--- config.mk ---
export PLATFORM = sky130hd
export DESIGN_NAME = filter_job_controller
export DESIGN_NICKNAME = d
export VERILOG_FILES = /design/src/rtl/filter_job_controller.sv
export SDC_FILE = /design/constraint.sdc
export NUM_CORES = 1
export LEC_CHECK = 0
export ABC_AREA = 1
export CAP_MARGIN = 20
export CELL_PAD_IN_SITES_DETAIL_PLACEMENT = 1
export CELL_PAD_IN_SITES_GLOBAL_PLACEMENT = 1
export CORE_ASPECT_RATIO = 1.75
export CORE_MARGIN = 5
export CORE_UTILIZATION = 36
export CTS_CLUSTER_DIAMETER = 150
export DETAILED_ROUTE_END_ITERATION = 6
export PLACE_DENSITY_LB_ADDON = 0.25
export SETUP_SLACK_MARGIN = 0.02
export SKIP_CTS_REPAIR_TIMING = 1
export SYNTH_ARGS = -nofsm -noshare
export SYNTH_HDL_FRONTEND = slang
export SYNTH_SLANG_ARGS = --single-unit
--- constraint.sdc ---
create_clock -name clk -period 3.3 [get_ports clk]
set_clock_uncertainty 0.1 [all_clocks]
set_input_delay 0.66 -clock clk [delete_from_list [all_inputs] [get_ports clk]]
set_output_delay 0.66 -clock clk [all_outputs]
set_load 0.05 [all_outputs]
--- src/rtl/filter_job_controller.sv ---
// Filter job controller: sequences one job of pixel words through the filter.
// Optional stall counter is built when FILTER_PERF_COUNT_EN is defined.
module filter_job_controller #(
    parameter int COUNT_W = 20
) (
    input  logic               clk,
    input  logic               rst,
    input  logic               start,
    input  logic               abort,
    input  logic [1:0]         cfg_mode,
    input  logic [7:0]         cfg_beta,
    input  logic [COUNT_W-1:0] cfg_len,
    output logic               busy,
    output logic               done,
    output logic               err_mode,
    input  logic [31:0]        in_data,
    input  logic               in_valid,
    output logic               in_ready,
    output logic [31:0]        flt_in,
    output logic [1:0]         flt_mode,
    output logic [7:0]         flt_beta,
    input  logic [31:0]        flt_result,
    output logic [31:0]        out_data,
    output logic               out_valid,
    input  logic               out_ready,
    output logic [31:0]        stall_cycles
);
    typedef enum logic [1:0] {IDLE, RUN, FINISH} state_t;

    state_t             state, state_nx;
    logic [1:0]         mode_q;
    logic [7:0]         beta_q;
    logic [COUNT_W-1:0] len_q, issue_cnt, out_cnt;
    logic [31:0]        s1_data;
    logic               s1_valid;
    logic [31:0]        fifo_mem [2];
    logic               wr_ptr, rd_ptr;
    logic [1:0]         fifo_cnt;
    logic               run, fifo_full, pop, adv, load;
    logic               start_ok, start_bad, abort_run, last_pop;

    assign run       = (state == RUN);
    assign fifo_full = (fifo_cnt == 2'd2);
    assign out_valid = run && (fifo_cnt != 2'd0);
    assign out_data  = out_valid ? fifo_mem[rd_ptr] : 32'd0;
    assign pop       = out_valid && out_ready;
    // S1 moves into the FIFO when there is room, or room appears by a pop
    assign adv       = run && s1_valid && (!fifo_full || pop);
    assign in_ready  = run && (issue_cnt < len_q) && (!s1_valid || adv);
    assign load      = in_valid && in_ready;
    assign flt_in    = s1_valid ? s1_data : 32'd0;
    assign flt_mode  = mode_q;
    assign flt_beta  = beta_q;
    assign start_ok  = (state == IDLE) && start && !cfg_mode[1];
    assign start_bad = (state == IDLE) && start && cfg_mode[1];
    assign abort_run = run && abort;
    assign last_pop  = pop && (out_cnt == len_q - COUNT_W'(1));
    assign busy      = run;
    assign done      = (state == FINISH);

    // Next-state logic; a zero-length job goes straight to the done cycle
    always_comb begin
        state_nx = state;
        case (state)
            IDLE: begin
                if (start_ok)
                    state_nx = (cfg_len == '0) ? FINISH : RUN;
            end
            RUN: begin
                if (abort)
                    state_nx = IDLE;
                else if (last_pop)
                    state_nx = FINISH;
            end
            FINISH:  state_nx = IDLE;
            default: state_nx = IDLE;
        endcase
    end

    // State, job configuration, error flag and word counters
    always_ff @(posedge clk) begin
        if (rst) begin
            state     <= IDLE;
            mode_q    <= '0;
            beta_q    <= '0;
            len_q     <= '0;
            issue_cnt <= '0;
            out_cnt   <= '0;
            err_mode  <= 1'b0;
        end else begin
            state <= state_nx;
            if (start_bad)
                err_mode <= 1'b1;
            else if (start_ok)
                err_mode <= 1'b0;
            if (start_ok && cfg_len != '0) begin
                mode_q    <= cfg_mode;
                beta_q    <= cfg_beta;
                len_q     <= cfg_len;
                issue_cnt <= '0;
                out_cnt   <= '0;
            end else begin
                if (load)
                    issue_cnt <= issue_cnt + COUNT_W'(1);
                if (pop)
                    out_cnt <= out_cnt + COUNT_W'(1);
            end
        end
    end

    // Input stage and FIFO occupancy; abort flushes everything in flight
    always_ff @(posedge clk) begin
        if (rst || abort_run) begin
            s1_valid <= 1'b0;
            s1_data  <= '0;
            wr_ptr   <= 1'b0;
            rd_ptr   <= 1'b0;
            fifo_cnt <= 2'd0;
        end else begin
            if (load) begin
                s1_valid <= 1'b1;
                s1_data  <= in_data;
            end else if (adv) begin
                s1_valid <= 1'b0;
            end
            if (adv)
                wr_ptr <= ~wr_ptr;
            if (pop)
                rd_ptr <= ~rd_ptr;
            fifo_cnt <= fifo_cnt + {1'b0, adv} - {1'b0, pop};
        end
    end

    // FIFO storage captures the filter result as S1 advances
    always_ff @(posedge clk) begin
        if (adv)
            fifo_mem[wr_ptr] <= flt_result;
    end

`ifdef FILTER_PERF_COUNT_EN
    logic [31:0] stall_q;

    // Saturating count of cycles where a word waits on downstream
    always_ff @(posedge clk) begin
        if (rst || start_ok)
            stall_q <= '0;
        else if (out_valid && !out_ready && stall_q != 32'hFFFF_FFFF)
            stall_q <= stall_q + 32'd1;
    end

    assign stall_cycles = stall_q;
`else
    assign stall_cycles = 32'd0;
`endif

endmodule

==> flow_summary_export.csv <==
group,metric,value,unit
status,status,"complete, no violations",
grt,grt-ovfl-total,0,
synth,netlist_instances,1189,
layout,layout-drive-gt1-share,8.297,%
cts,htree_levels,4,
drt,via_count,8159,
critical_path,path_max_fanout,4,
layout,num_antenna_cells,0,
drt,post_drt_wl_per_cell,15.92,µm
grt,antenna_found_initial,0,
placed_design,hpwl,20380,µm
floorplan,core_region_area,24720,µm²
sta,timing.fmax,320.4,MHz
cts,cts_tree,"yes",
drt,drc_errors,0,
cts,cts_buffer_depth,2,
floorplan,fp-row-count,76,
placed_design,dpl-instance-area,10990,µm²
grt,grt_usage,18.79,%
critical_path,cp.required,2.54,ns
synth,syn-cell-area,9055,µm²
sta,slew_headroom,51.14,%
grt,grt_pass1_vias,8402,
cts,insertion_delay,0.46,ns
sta,fin_tns_setup,0,ns
sta,period_minus_slack,3.121,ns
floorplan,ios,211,
sta,worst_pin_slew,0.7318,ns
synth,postSynthAreaPerCell,7.616,µm²
sta,rsz0062_at_grt,"false",
placed_design,gp_congestion,0.8701,
critical_path,end_kind,"output port",
cts,cts_buffers,17,
layout,synthToLayoutAreaGrowth,27.84,%
layout,fin_nets,1484,
cts,clock_sinks,175,
layout,final_core_util,46.82,%
sta,drv_slew,0,
drt,drt-total-wl,26840,µm
drt,drt-initial-drc-count,299,
floorplan,dieArea,28550,µm²
floorplan,initial_core_util,36.62,%
cts,cts_root_buf,"clkbuf_16",
placed_design,io_buffers,178,
sta,hold_viol_final,0,
floorplan,die_h,219.8,µm
drt,dr.pass1.iters,5,
critical_path,critPathLaunchType,"register",
critical_path,critPathKind,"register to output port",
floorplan,die_x,129.9,µm
sta,worst_hold_slack,0.3418,ns
sta,setup_viol_count_final,0,
power,p_per_area,433.2,nW/µm²
synth,yosysUniqueCellTypes,41,
layout,fin_area,11580,µm²
drt,antenna_left,0,
power,ir_drop,0.2672,mV
synth,synth-seq-cells,175,
critical_path,crit_arrival,2.36,ns
cts,clkTransAtPathRegs,0.07,ns
worst_hold_path,hold_path_class,"register to register",
power,p_leak,5.045,nW
synth,ys_seq_area_share,45.76,%
synth,synth_warnings,0,
grt,grt_max_degree,81,
flow_run,cap_violations,0,
grt,grt_pass1_wl,41820,µm
drt,routed_via_density,4.839,
sta,post-route-period-util,94.57,%
==> worst paths after layout <==
kind                    to  slack, ns  depth (start not counted)   startpoint
min            flt_mode[1]       0.34                          2  flt_mode[1]
min reg2reg    flt_mode[1]       0.34                          2  flt_mode[1]
max               in_ready       0.18                          8    len_q[15]
max reg2reg  issue_cnt[13]       0.78                         13    len_q[19]
==> critical path: stages, from the launching register on <==
cell     delay (ns)
dfxtp_1        0.40
inv_1          0.11
ha_1           0.32
a21oi_1        0.14
o21ai_0        0.15
a21oi_2        0.24
nand3_4        0.15
nor3b_4        0.23
buf_12         0.16
==> state kept, by name (all words and copies together), names as in the netlist, 2 cells and up, named ones only <==
signal and count:
issue_cnt 20, flt_mode 2, fifo_mem 64, flt_beta 8, state 2, s1_data 32
fifo_cnt 2, out_cnt 20, len_q 20
==> stage by stage <==
step / power (mW) / setup WS (ns) / instances
finish: 5.014 / 0.1791 / 1686
global route: 5.233 / 0.02675 / 1686
CTS: 5.092 / 0.02622 / 1686
detailed placement: 3.087 / 0.2543 / 1654
global placement: 3.071 / 0.2638 / 1654
floorplan: 2.831 / 0.2717 / 1220
==> metal layers <==
metal  wire [µm]  up-vias  track usage (%)
met2       15310      171            36.76
met5           0        -                0
met3        1005       43            3.396
met1        9640     3877            18.60
li1            -     4068                -
met4         889        0            8.599
==> layout by cell type, fill, tap and decap left out, types with 2 or more instances in the layout <==
cell type / n
nor2_2: 7
xor2_1: 24
conb_1: 32
o21ai_1: 2
inv_1: 132
nor2_1: 168
nand2_1: 315
nand3_1: 32
inv_6: 3
buf_12: 2
buf_4: 49
clkinv_1: 2
nor2_4: 2
nand3b_1: 4
a21oi_1: 91
nand4_1: 30
nand3_4: 4
ha_1: 23
edfxtp_1: 64
dfxtp_1: 111
inv_8: 6
clkdlybuf4s50_1: 145
nor4_1: 11
nor3_1: 10
clkbuf_16: 17
nand2_2: 2
inv_2: 6
o21ai_0: 39
clkinv_2: 3
nor3_2: 2
clkinv_4: 3
xnor2_1: 18
==> where the power goes <==
group	internal, mW	total, mW	leakage, nW	switching (mW)
Sequential	2.28	2.32	1.48	0.0362
Combinational	0.258	0.717	3.28	0.459
Clock	1.01	1.98	0.284	0.972
==> synthesized netlist by cell type <==
| cell | number | area share (%) |
|---|---|---|
| clkinv_1 | 2 | 0.083 |
| edfxtp_1 | 64 | 21 |
| o21ai_0 | 39 | 2.2 |
| nor2_2 | 5 | 0.35 |
| o21bai_1 | 1 | 0.083 |
| buf_4 | 33 | 2.7 |
| nor4_1 | 11 | 0.76 |
| nor3_1 | 10 | 0.55 |
| nand3_2 | 2 | 0.22 |
| nor4_4 | 1 | 0.23 |
| o31ai_1 | 1 | 0.083 |
| or2_0 | 1 | 0.069 |
| nand3_4 | 3 | 0.58 |
| buf_1 | 4 | 0.17 |
| xnor2_1 | 18 | 1.7 |
| nor3b_2 | 1 | 0.14 |
| nor2_4 | 2 | 0.25 |
| o31ai_2 | 1 | 0.14 |
| nor2_1 | 170 | 7.0 |
| nand3_1 | 32 | 1.8 |
| inv_2 | 6 | 0.25 |
| xnor3_1 | 1 | 0.25 |
| xor2_1 | 24 | 2.3 |
| dfxtp_1 | 111 | 25 |
| nand2_1 | 315 | 13 |
| nand4_1 | 30 | 2.1 |
| nor2_8 | 1 | 0.22 |
| buf_6 | 4 | 0.50 |
| o21ai_1 | 2 | 0.11 |
| nor3_2 | 2 | 0.22 |
| conb_1 | 1 | 0.041 |
| o22ai_1 | 1 | 0.069 |
| ha_1 | 23 | 3.2 |
| buf_2 | 9 | 0.50 |
| clkbuf_1 | 24 | 0.99 |
| nand2_2 | 2 | 0.14 |
| nor3b_1 | 2 | 0.17 |
| inv_1 | 132 | 5.5 |
| nand3b_1 | 4 | 0.33 |
| clkinv_2 | 2 | 0.11 |
| a21oi_1 | 92 | 5.1 |
==> layout make-up <==
| type | count | area (µm²) |
|---|---|---|
| fill | 3042 | 13150 |
| inverter | 142 | 535.5 |
| clock buffer | 18 | 429.2 |
| clock inverter | 14 | 141.4 |
| timing repair buffer | 196 | 1859 |
| multi-input combinational | 829 | 4076 |
| tap | 312 | 390.4 |
| sequential | 175 | 4144 |
==> cell families (layout without fill, tap and decap cells) <==
family | Yosys count | after routing | synth area share (%)
adder cells (fa/ha/maj) | 23 | 23 | 3.178
AND/OR/NAND/NOR | 594 | 594 | 28.17
flip-flops | 175 | 175 | 45.76
other | 1 | 32 | 0.04141
XOR/XNOR | 43 | 43 | 4.311
AO/OA/AOI/OAI | 137 | 137 | 7.724
buffers and inverters | 216 | 370 | 10.81
(Power assumes the default switching activity.)
